--- src/rtl/uart_rx_oversampled.sv ---
// uart_rx_oversampled: oversampling 8N1 UART receiver fed by the baud divider.
// baud_clk is only edge-detected into a one-cycle tick; everything runs on clk_in.
// Optional even-parity bit after the data bits when UART_RX_PARITY_EN is defined.
//
// state   | meaning
// --------+----------------------------------------------------------
// IDLE    | line idle, waiting for a tick with rx_s low
// START   | counting to mid start bit to reject glitches
// DATA    | sampling DATA_BITS data bits at mid-bit, LSB first
// PARITY  | sampling the even-parity bit (UART_RX_PARITY_EN only)
// STOP    | sampling the stop bit, deciding valid / error
// BREAK   | stop bit was low; wait for the line to return high
module uart_rx_oversampled #(
  parameter int OVERSAMPLE = 16,
  parameter int DATA_BITS  = 8
) (
  input  logic                 clk_in,
  input  logic                 reset,
  input  logic                 baud_clk,
  input  logic                 rx,
  output logic [DATA_BITS-1:0] data_out,
  output logic                 valid,
  output logic                 framing_error,
  output logic                 parity_error,
  output logic                 busy
);

  localparam int TW = $clog2(OVERSAMPLE);
  localparam int BW = $clog2(DATA_BITS + 1);
  localparam logic [TW-1:0] TICK_MID  = TW'(OVERSAMPLE / 2 - 1);
  localparam logic [TW-1:0] TICK_LAST = TW'(OVERSAMPLE - 1);
  localparam logic [BW-1:0] BIT_LAST  = BW'(DATA_BITS - 1);

  typedef enum logic [2:0] {
    S_IDLE,
    S_START,
    S_DATA,
`ifdef UART_RX_PARITY_EN
    S_PARITY,
`endif
    S_STOP,
    S_BREAK
  } state_t;

  state_t                 state_q;
  logic [TW-1:0]          tick_cnt_q;
  logic [BW-1:0]          bit_cnt_q;
  logic [DATA_BITS-1:0]   shift_q;
  logic [DATA_BITS-1:0]   data_q;
  logic                   valid_q;
  logic                   ferr_q;
  logic                   perr_q;
  logic                   baud_q;
  logic                   rx_meta_q;
  logic                   rx_s_q;
  logic                   tick;
  logic                   par_bad;

`ifdef UART_RX_PARITY_EN
  logic                   par_q;

  // Capture the received parity bit while in PARITY.
  always_ff @(posedge clk_in) begin
    if (reset) begin
      par_q <= 1'b0;
    end else if (tick && state_q == S_PARITY && tick_cnt_q == TICK_LAST) begin
      par_q <= rx_s_q;
    end
  end

  // Even parity: data bits plus parity bit must XOR to zero.
  assign par_bad = (^shift_q) ^ par_q;
`else
  assign par_bad = 1'b0;
`endif

  // Rising edge of the divided clock becomes a single-cycle tick.
  assign tick = baud_clk & ~baud_q;

  // Baud edge-detect register and two-flop rx synchronizer (idle high).
  always_ff @(posedge clk_in) begin
    if (reset) begin
      baud_q    <= 1'b0;
      rx_meta_q <= 1'b1;
      rx_s_q    <= 1'b1;
    end else begin
      baud_q    <= baud_clk;
      rx_meta_q <= rx;
      rx_s_q    <= rx_meta_q;
    end
  end

  // Receive FSM; counters only advance on ticks, pulses last one cycle.
  always_ff @(posedge clk_in) begin
    if (reset) begin
      state_q    <= S_IDLE;
      tick_cnt_q <= '0;
      bit_cnt_q  <= '0;
      shift_q    <= '0;
      data_q     <= '0;
      valid_q    <= 1'b0;
      ferr_q     <= 1'b0;
      perr_q     <= 1'b0;
    end else begin
      valid_q <= 1'b0;
      ferr_q  <= 1'b0;
      perr_q  <= 1'b0;
      if (tick) begin
        case (state_q)
          S_IDLE: begin
            if (!rx_s_q) begin
              state_q    <= S_START;
              tick_cnt_q <= '0;
            end
          end
          S_START: begin
            if (tick_cnt_q == TICK_MID) begin
              tick_cnt_q <= '0;
              if (!rx_s_q) begin
                state_q   <= S_DATA;
                bit_cnt_q <= '0;
              end else begin
                state_q <= S_IDLE;
              end
            end else begin
              tick_cnt_q <= tick_cnt_q + TW'(1);
            end
          end
          S_DATA: begin
            if (tick_cnt_q == TICK_LAST) begin
              tick_cnt_q <= '0;
              shift_q    <= {rx_s_q, shift_q[DATA_BITS-1:1]};
              bit_cnt_q  <= bit_cnt_q + BW'(1);
              if (bit_cnt_q == BIT_LAST) begin
`ifdef UART_RX_PARITY_EN
                state_q <= S_PARITY;
`else
                state_q <= S_STOP;
`endif
              end
            end else begin
              tick_cnt_q <= tick_cnt_q + TW'(1);
            end
          end
`ifdef UART_RX_PARITY_EN
          S_PARITY: begin
            if (tick_cnt_q == TICK_LAST) begin
              tick_cnt_q <= '0;
              state_q    <= S_STOP;
            end else begin
              tick_cnt_q <= tick_cnt_q + TW'(1);
            end
          end
`endif
          S_STOP: begin
            if (tick_cnt_q == TICK_LAST) begin
              tick_cnt_q <= '0;
              if (rx_s_q) begin
                state_q <= S_IDLE;
                if (par_bad) begin
                  perr_q <= 1'b1;
                end else begin
                  data_q  <= shift_q;
                  valid_q <= 1'b1;
                end
              end else begin
                ferr_q  <= 1'b1;
                state_q <= S_BREAK;
              end
            end else begin
              tick_cnt_q <= tick_cnt_q + TW'(1);
            end
          end
          S_BREAK: begin
            if (rx_s_q) begin
              state_q <= S_IDLE;
            end
          end
          default: begin
            state_q <= S_IDLE;
          end
        endcase
      end
    end
  end

  assign data_out      = data_q;
  assign valid         = valid_q;
  assign framing_error = ferr_q;
  assign parity_error  = perr_q;
  assign busy          = (state_q != S_IDLE);

endmodule

--- config.mk ---
export PLATFORM = sky130hd
export DESIGN_NAME = uart_rx_oversampled
export DESIGN_NICKNAME = d
export VERILOG_FILES = /design/src/rtl/uart_rx_oversampled.sv
export SDC_FILE = /design/constraint.sdc
export NUM_CORES = 1
export LEC_CHECK = 0
export BUFFER_PORTS_ARGS = -buffer_cell sky130_fd_sc_hd__buf_2
export CAP_MARGIN = 20
export CORE_ASPECT_RATIO = 0.5
export CORE_MARGIN = 5
export CORE_UTILIZATION = 30
export CTS_BUF_LIST = sky130_fd_sc_hd__clkbuf_4
export CTS_CLUSTER_SIZE = 20
export DETAILED_ROUTE_END_ITERATION = 7
export HOLD_SLACK_MARGIN = 0.05
export PLACE_DENSITY = 0.53
export SLEW_MARGIN = 30
export SYNTH_ARGS = -nofsm -noshare
export SYNTH_HDL_FRONTEND = slang
export SYNTH_SLANG_ARGS = --single-unit
--- constraint.sdc ---
create_clock -name clk_in -period 3 [get_ports clk_in]
set_input_delay 0.45 -clock clk_in [delete_from_list [all_inputs] [get_ports clk_in]]
set_output_delay 0.45 -clock clk_in [all_outputs]
set_load 0.02 [all_outputs]
==> results.tsv <==
stage	metric	value	unit
setup_path	Max stage delay on crit path	0.61	ns
global_routing	global-route wire length before repair	4750	um
yosys	FFs w/ async S/R, synth	0	%
clock_network	Sink Count	32	
floorplan	Core Region	4530	um^2
global_routing	GRT Resource Usage Total	9.65	%
yosys	Synth cell types	44	
clock_network	postcts setup bufs	0	
yosys	synthesized flop and latch total	32	
routing	DRT Pass-1 Iters	4	
finish	most frequent cells in the layout	dfxtp_1 (32), nor2_1 (24), mux2i_1 (16)	
setup_path	Crit Path Category	reg -> reg	
floorplan	Die Span Y	59.1	um
finish	Filler cells	465	
global_routing	largest net degree at the start of global routing	33	
finish	Seq. cell area	641	um^2
pwr	Peak VDD IR	0.179	mV
yosys	Synth Warn #	0	
placed_design	Placed Cells	220	
timing	WHS	0.298	ns
pwr	Gate power share	3.7	%
setup_path	highest net fanout along the worst path	13	
pwr	Sw Ratio	21.8	%
setup_path	R2R Setup Slk	0.92	ns
pwr	Pwr Density	492	nW/um^2
timing	slew margin rel.	53.7	%
routing	# DRC	0	
clock_network	root buffer cell	clkbuf_4	
finish	most common cell after layout, fill and taps aside	dfxtp_1	
setup_path	Worst setup SP type	flip-flop	
global_routing	initial antenna violation count	0	
finish	number of diodes	0	
timing	RSZ-0062 raised after global routing	no	
clock_network	Worst-Skew Late Latency	0.33	ns
floorplan	# rows	17	
floorplan	Die W	108	um
run_status	outcome	complete, no violations	
global_routing	vias in the first global route	1032	
timing	fin crit share	69.3	%
routing	Total Routed Length	2740	um
timing	# setup viols final	0	
pwr	Sw Pwr	173	uW
clock_network	H-tree Lvls	2	
timing	Fmax	481	MHz
yosys	leading area contributor after synthesis	dfxtp_1	
placed_design	placed wire-length estimate	1840	um
pwr	Pwr Total	793	uW
routing	DR vias/cell	4.73	
placed_design	minimum setup slack after placement	0.954	ns
worst_hold_path	Hold Startpoint	rx	
timing	setup TNS	0	ns
floorplan	Ports	16	
yosys	syn_area_per_cell	9.66	um^2
timing	fin crit period	2.08	ns
yosys	Cells after Synth	150	
placed_design	gpl congestion	0.771	
routing	wire per inst	12.0	um
pwr	internal power	620	uW
timing	Hold Fails Final Rpt	0	
setup_path	reg2reg path depth	4	
worst_hold_path	Hold Path End	rx_meta_q$_SDFF_PP1_	
setup_path	CP max-delay cell	dfxtp_1	
setup_path	Crit Reg-Reg Startpoint	state_q[1]$_SDFFE_PP0P_	
floorplan	Starting Density	32.0	%
global_routing	overflow left after global routing	0	
routing	via count	1078	
placed_design	I/O Buffers	14	
clock_network	Clock transition at path regs	0.11	ns
floorplan	die area	6400	um^2
clock_network	CTS Buf Count	5	
flow_run	maxcap violations	0	
timing	Clock Skew	0.00978	ns
worst_hold_path	HP Class	in -> reg	
clock_network	CTS Hold Buffers Added	0	
finish	synthesis-to-finish area growth	11.2	%
setup_path	critical path arrival	2.35	ns
finish	share of layout cells above drive strength 1	19.1	%
worst_hold_path	hold depth	2	
timing	Max Slew Vio Count	0	
yosys	Synth Flop Type	dfxtp_1	
pwr	clock network fraction of total power	41.9	%
yosys	EDFF count, synth	0	
yosys	top cell type's share of synthesized area	44.2	%
setup_path	critical path required time	3.27	ns
finish	multi-input logic area	727	um^2
routing	1st-iter DRT viols	32	
setup_path	RR Endpoint	bit_cnt_q[2]$_SDFFE_PP0P_	
clock_network	clk buf depth	2	
finish	nets	167	
pwr	leakage power	0.000726	uW
setup_path	Critical Path End Type	flip-flop	
yosys	Cell Area, Synth	1450	um^2
yosys	Synth Net Count	156	
yosys	synth top area cells	dfxtp_1 (44%), mux2i_1 (11%), nor2_1 (6.2%)	
clock_network	clock tree from TritonCTS	done	
timing	worst slew pin tran	0.692	ns
finish	Final Non-Filler Cells	228	
routing	Detail Route Antenna Nets	0	
setup_path	crit-path cells	nor3b_2, nand4_2, or3b_2, a21oi_1	
clock_network	Post-CTS Resized	0	
timing	setup slack after layout	0.921	ns
pwr	Flop pwr share	54.3	%
yosys	sequential cell area fraction in the yosys report	44.2	%
[sequential cells by signal, indices dropped and copies added (netlist names)]
name and cells:
bit_cnt_q 4, baud_q 1, tick_cnt_q 4, state_q 3
shift_q 8, rx_s_q 1, framing_error 1, rx_meta_q 1
data_out 8, valid 1
[cells in the mapped netlist, types with 3 or more instances]
cell type	instances
dfxtp_1	32
nor2_1	24
mux2i_1	16
a21oi_1	11
nand4_1	4
o21ai_0	4
buf_6	3
clkbuf_1	3
inv_1	3
nand2_1	3
[kinds of logic after synthesis]
| group | Yosys count | synth area share (%) |
|---|---|---|
| mux | 16 | 11.1 |
| compound gates | 26 | 11.8 |
| other cells | 1 | 0.259 |
| fa+ha+maj | 2 | 1.73 |
| simple gates | 58 | 24.1 |
| buf+inv | 13 | 5.61 |
| flops | 32 | 44.2 |
| xor+xnor | 2 | 1.21 |
[worst max-delay path by stage]
stage | from | endpoint | slack (ns)
after floorplan | tick_cnt_q[0]$_SDFFE_PP0P_ | bit_cnt_q[3]$_SDFFE_PP0P_ | 1.45
after global placement | state_q[1]$_SDFFE_PP0P_ | bit_cnt_q[2]$_SDFFE_PP0P_ | 1.02
after detailed placement | state_q[1]$_SDFFE_PP0P_ | bit_cnt_q[2]$_SDFFE_PP0P_ | 0.95
after CTS | state_q[1]$_SDFFE_PP0P_ | bit_cnt_q[2]$_SDFFE_PP0P_ | 0.91
after global routing | state_q[1]$_SDFFE_PP0P_ | bit_cnt_q[2]$_SDFFE_PP0P_ | 0.77
final | state_q[1]$_SDFFE_PP0P_ | bit_cnt_q[2]$_SDFFE_PP0P_ | 0.92
[worst max-delay path: cells and delay by family (launching register included)]
family / cells / cell delay (ns)
simple gates: 3 / 1.27
flops: 1 / 0.61
compound gates: 1 / 0.14
[power by group through the flow]
| stage | Clock [uW] | Combinational (uW) | Sequential, uW |
|---|---|---|---|
| 2_1_floorplan | 0 | 25.5 | 439 |
| 3_3_place_gp | 0 | 29.6 | 441 |
| 3_5_place_dp | 0 | 29.3 | 441 |
| 4_1_cts | 347 | 29.4 | 431 |
| 5_1_grt | 368 | 32.9 | 432 |
| 6_report | 333 | 29.5 | 431 |
[per-layer routing]
metal	GRT usage (%)	wire, um
met1	11.9	1430
met2	14.8	1140
met3	3.26	121
met4	5.76	49
met5	0	0
[cell type report]
class                           instances  area share [%]
Clock buffer                            6            2.80
Clock inverter                          2            2.17
Inverter                                3           0.699
Multi-Input combinational cell        105            45.1
Sequential cell                        32            39.8
Tap cell                               66            5.12
Timing Repair Buffer                   14            4.35
[per-stage QoR]
stage | cell area (um^2) | util [%]
floorplan | 1450 | -
global placement | 1530 | 33.8
detailed placement | 1530 | 33.8
CTS | 1610 | 35.6
global route | 1610 | 35.6
finish | 1610 | 35.6
(Power assumes the default switching activity.)
